File: src/rtl/mem_port_arbiter.sv
// Two-requester arbiter that shares one memory port between instruction fetch and data access.
// Optional starvation guard for instruction fetch is enabled with `MEM_ARB_STARVE_GUARD_EN.
module mem_port_arbiter #(
  parameter int unsigned STARVE_LIMIT = 4
) (
  input  logic        clk,
  input  logic        reset,

  input  logic        inst_req_valid,
  input  logic [31:0] inst_req_addr,
  input  logic [3:0]  inst_req_do_read,
  input  logic [3:0]  inst_req_do_write,
  input  logic [31:0] inst_req_data,
  output logic        inst_rsp_valid,
  output logic [31:0] inst_rsp_addr,
  output logic [31:0] inst_rsp_data,
  output logic        inst_accept,

  input  logic        data_req_valid,
  input  logic [31:0] data_req_addr,
  input  logic [3:0]  data_req_do_read,
  input  logic [3:0]  data_req_do_write,
  input  logic [31:0] data_req_data,
  output logic        data_rsp_valid,
  output logic [31:0] data_rsp_addr,
  output logic [31:0] data_rsp_data,
  output logic        data_accept,

  output logic        mem_req_valid,
  output logic [31:0] mem_req_addr,
  output logic [3:0]  mem_req_do_read,
  output logic [3:0]  mem_req_do_write,
  output logic [31:0] mem_req_data,
  input  logic        mem_rsp_valid,
  input  logic [31:0] mem_rsp_addr,
  input  logic [31:0] mem_rsp_data
);

  localparam logic [1:0] IDLE  = 2'd0;
  localparam logic [1:0] ISSUE = 2'd1;
  localparam logic [1:0] WAIT  = 2'd2;

  logic [1:0]  state_q, state_d;
  logic        owner_q, owner_d;
  logic        valid_q, valid_d;
  logic [31:0] addr_q, addr_d;
  logic [3:0]  rd_q, rd_d;
  logic [3:0]  wr_q, wr_d;
  logic [31:0] wdata_q, wdata_d;

  logic        force_inst;
  logic        data_win;

  assign data_win = data_req_valid && !(force_inst && inst_req_valid);

`ifdef MEM_ARB_STARVE_GUARD_EN
  localparam logic [3:0] LIMIT = STARVE_LIMIT[3:0];

  logic [3:0] starve_q, starve_d;

  assign force_inst = (starve_q >= LIMIT);

  // Counts arbitrations that data won while fetch was waiting; any other IDLE outcome clears it.
  always_comb begin
    starve_d = starve_q;
    if (state_q == IDLE) begin
      if (inst_req_valid && data_win) begin
        if (starve_q != 4'hF) begin
          starve_d = starve_q + 4'd1;
        end
      end else begin
        starve_d = 4'd0;
      end
    end
  end

  always_ff @(posedge clk or negedge reset) begin
    if (!reset) begin
      starve_q <= 4'd0;
    end else begin
      starve_q <= starve_d;
    end
  end
`else
  logic unused_limit;

  assign force_inst   = 1'b0;
  assign unused_limit = ^STARVE_LIMIT;
`endif

  // The request fields double as the registered memory request and are only nonzero during ISSUE.
  always_comb begin
    state_d = state_q;
    owner_d = owner_q;
    valid_d = valid_q;
    addr_d  = addr_q;
    rd_d    = rd_q;
    wr_d    = wr_q;
    wdata_d = wdata_q;
    case (state_q)
      IDLE: begin
        if (inst_req_valid || data_req_valid) begin
          owner_d = data_win;
          valid_d = 1'b1;
          state_d = ISSUE;
          if (data_win) begin
            addr_d  = data_req_addr;
            rd_d    = data_req_do_read;
            wr_d    = data_req_do_write;
            wdata_d = data_req_data;
          end else begin
            addr_d  = inst_req_addr;
            rd_d    = inst_req_do_read;
            wr_d    = inst_req_do_write;
            wdata_d = inst_req_data;
          end
        end
      end
      ISSUE: begin
        valid_d = 1'b0;
        addr_d  = 32'd0;
        rd_d    = 4'd0;
        wr_d    = 4'd0;
        wdata_d = 32'd0;
        state_d = (rd_q != 4'd0) ? WAIT : IDLE;
      end
      WAIT: begin
        if (mem_rsp_valid) begin
          state_d = IDLE;
        end
      end
      default: begin
        state_d = IDLE;
        valid_d = 1'b0;
      end
    endcase
  end

  always_ff @(posedge clk or negedge reset) begin
    if (!reset) begin
      state_q <= IDLE;
      owner_q <= 1'b0;
      valid_q <= 1'b0;
      addr_q  <= 32'd0;
      rd_q    <= 4'd0;
      wr_q    <= 4'd0;
      wdata_q <= 32'd0;
    end else begin
      state_q <= state_d;
      owner_q <= owner_d;
      valid_q <= valid_d;
      addr_q  <= addr_d;
      rd_q    <= rd_d;
      wr_q    <= wr_d;
      wdata_q <= wdata_d;
    end
  end

  assign mem_req_valid    = valid_q;
  assign mem_req_addr     = addr_q;
  assign mem_req_do_read  = rd_q;
  assign mem_req_do_write = wr_q;
  assign mem_req_data     = wdata_q;

  assign inst_accept = (state_q == ISSUE) && !owner_q;
  assign data_accept = (state_q == ISSUE) && owner_q;

  // Responses are forwarded combinationally in the cycle memory returns them.
  assign inst_rsp_valid = (state_q == WAIT) && mem_rsp_valid && !owner_q;
  assign data_rsp_valid = (state_q == WAIT) && mem_rsp_valid && owner_q;
  assign inst_rsp_addr  = mem_rsp_addr;
  assign inst_rsp_data  = mem_rsp_data;
  assign data_rsp_addr  = mem_rsp_addr;
  assign data_rsp_data  = mem_rsp_data;

endmodule
File: config.mk
export PLATFORM = sky130hd
export DESIGN_NAME = mem_port_arbiter
export DESIGN_NICKNAME = d
export VERILOG_FILES = /design/src/rtl/mem_port_arbiter.sv
export SDC_FILE = /design/constraint.sdc
export NUM_CORES = 1
export LEC_CHECK = 0
export BUFFER_PORTS_ARGS = -buffer_cell sky130_fd_sc_hd__clkbuf_2
export CAP_MARGIN = 20
export CORE_AREA = 2 2 160 162
export DETAILED_ROUTE_END_ITERATION = 7
export DIE_AREA = 0 0 162 164
export GPL_TIMING_DRIVEN = 0
export PLACE_DENSITY = 0.46
export SLEW_MARGIN = 15
export SYNTH_ARGS = -nofsm -noshare
export SYNTH_HDL_FRONTEND = slang
export SYNTH_SLANG_ARGS = --single-unit
File: constraint.sdc
create_clock -name clk -period 1.7 [get_ports clk]
set_input_delay 0.085 -clock clk [delete_from_list [all_inputs] [get_ports clk]]
set_output_delay 0.085 -clock clk [all_outputs]
set_load 0.05 [all_outputs]
==> flow_summary.toml <==
[run_status]
status = "complete, no violations"

[timing]
relSlewSlack = 0.5105
rsz0062_at_grt = "no"
fin_crit_sh = 0.9334
hold_viol = 0
min_period_ns = 1.587
fin_skew_ns = 0.009274
worst_pin_slew_ns = 0.7315
slew_violations = 0
fmax_ghz = 0.6302
finalSetupViolCount = 0
whs_ns = 0.02066

[layout]
diodes = 0
final_cell_mix = "355 x clkbuf_2, 132 x buf_4, 75 x dfrtp_1"
nets = 1058
fin_area_um2 = 7577
drive_gt1_frac = 0.6682
final_common_cell = "clkbuf_2"
syn2layout_area_growth_pct = 51.48
layout.cells.non_filler = 1180

[worst_hold_path]
min_path_type = "in2reg"
hp-start = "inst_req_data[21]"

[routing]
wl_per_cell_um = 16.34
ant_nets = 0
drt-total-wl_um = 19280
drcViolationCount = 0
drtIter0Drc = 116
vias = 4740
dr.pass1.iters = 4
via_per_inst = 4.017

[cts]
cts-buffers-inserted = 9
htreeDepth = 3
clk_transition_reported_paths_ns = 0.07
clkLatencyLatePin_ns = 0.34
cts_tree = "done"
cts_setup_buffers = 0
clock-sinks = 76
clk_path_buf_depth = 2
clock-root-buffer = "clkbuf_16"

[power_and_ir_drop]
ir_drop_uv = 864.9
p_leak_nw = 4.077
power.density_nw_per_um2 = 1771

[yosys]
synth_area_um2 = 5002
syn_nets = 691
synth_warnings = 0
yosys.cell_types.count = 29
yosys_register_bits = 76
synth_cells = 478
ys_seq_area_frac = 0.3802
syn-mean-instance-area_um2 = 10.47

[grt]
grt_use_total = 0.1396
grt_overflow = 0
grt_max_degree = 40
grt_pass1_vias = 4558
grt_antenna_before_repair = 1
grt_first_pass_wirelength_um = 27890

[placement]
placedCellCount = 1162
hpwl_um = 15640
numPortBuffers = 353
place_area_um2 = 7217
gp_congestion = 0.7201

[setup_path]
cp_slowest_cell = "dfrtp_1"
crit_path_max_fanout = 7
regToRegStartpoint = "state_q[0]"
startpoint = "state_q[0]"
slowest_delay_ns = 0.47
cp_num_buf_inv = 1
worstPathArrival_ns = 1.50
path_class = "reg2out"
ff2ff_setup_slack_ns = 0.24
crit_family = "flip-flops"
critPathLaunchType = "register"
critPathCaptureType = "output pin"
required_ns = 1.62
crit_chain = "nor2b_2 > and2_1 > clkbuf_2"

[die]
initial_core_util = 0.2016
core-area_um2 = 24820
fp.dieH_um = 164
num_io_pins = 418
fp.dieW_um = 162
die_area_um2 = 26570
placementRows = 58

[flow_run]
cap_violations = 0
[sequential cells by signal (all words and copies together), names as in the netlist]
register          flops
mem_req_addr         32
mem_req_data         32
mem_req_do_read       4
mem_req_do_write      4
state_q               2
mem_req_valid         1
owner_q               1
[kinds of logic (layout without fill, tap and decap cells)]
| group | count (synthesis) | in the layout | synth area share |
|---|---|---|---|
| DFF | 76 | 76 | 0.3802 |
| muxes | 72 | 72 | 0.1441 |
| AOI/OAI and AO/OA | 147 | 147 | 0.2131 |
| and+or+nand+nor | 14 | 14 | 0.01901 |
| buffers and inverters | 169 | 541 | 0.2436 |
[metrics by stage]
step / setup TNS (ns) / util / setup slack, ns / power, mW
final: 0 / 0.3053 / 0.1132 / 13.42
after global routing: 0 / 0.3053 / 0.003188 / 14.22
after floorplan: 0 / - / 0.08629 / 9.275
after CTS: 0 / 0.3051 / 0.009659 / 13.67
after global placement: -31.89 / 0.2896 / -0.4294 / 11.44
after detailed placement: 0 / 0.2908 / 0.06723 / 11.47
[where the power goes]
part           switching [mW]  total [mW]  internal, mW  leakage (nW)
clock                   0.850        2.09          1.24         0.157
combinational            5.91        8.16          2.24          2.97
sequential              0.528        3.18          2.65         0.951
[worst register-to-register path, delay by kind of cell (launching register included)]
family	cells	cell delay [ns]
AO/OA/AOI/OAI	2	0.33
buffers and inverters	2	0.29
AND/OR/NAND/NOR	1	0.27
flip-flops	1	0.46
[metal layers]
layer  routed length (µm)  share of wire  global-route usage  vias to the layer above
li1                     -              -                   -                     2313
met1                 7605           0.39              0.1655                     2171
met2                 9664           0.50              0.2420                      240
met3                 1721          0.089             0.04571                       14
met4                  275          0.014             0.03902                        2
met5                   12        0.00062                   0                        -
[path summary, 6_finish.rpt]
path,to,depth (start not counted)
worst max-delay path,data_accept,3
worst min-delay path,mem_req_data[21],3
worst max register to register,mem_req_data[22],5
worst min register to register,mem_req_data[6],2
max in group asynchronous,mem_req_data[18],3
min in group asynchronous,mem_req_do_write[1],2
[cells in the mapped netlist (all sizes together)]
cell type	number	area share
buf	158	0.23
clkbuf	9	0.0085
nor2b	1	0.0013
nor4	1	0.0013
a211oi	30	0.074
a22o	1	0.0018
nand2	2	0.0030
and4b	1	0.0020
o21ai	43	0.043
o211ai	42	0.063
a21oi	30	0.030
or2	2	0.0025
and2	1	0.0013
dfrtp	76	0.38
nor3b	1	0.0015
o22ai	1	0.0013
inv	2	0.0015
mux2i	72	0.14
nand2b	2	0.0025
nor2	3	0.0038
[repair_timing]
| item | 4_1_cts | 5_1_grt |
|---|---|---|
| hold buffers | 3 | 0 |
| gates resized for setup | 4 | 3 |
| endpoints found under the hold margin | 39 | 0 |
| endpoints found under the setup margin | 2 | 1 |
[layout make-up]
type	count	area, µm²
fillers	2666	17240
multi-input cells	233	1892
flip-flops and latches	76	1903
clock buffers	11	252.7
clock inverters	5	65.06
repair buffers	357	1836
inverters	2	7.507
well taps	330	412.9
plain buffers	166	1209
No activity file was read; power rests on OpenSTA's default activity.
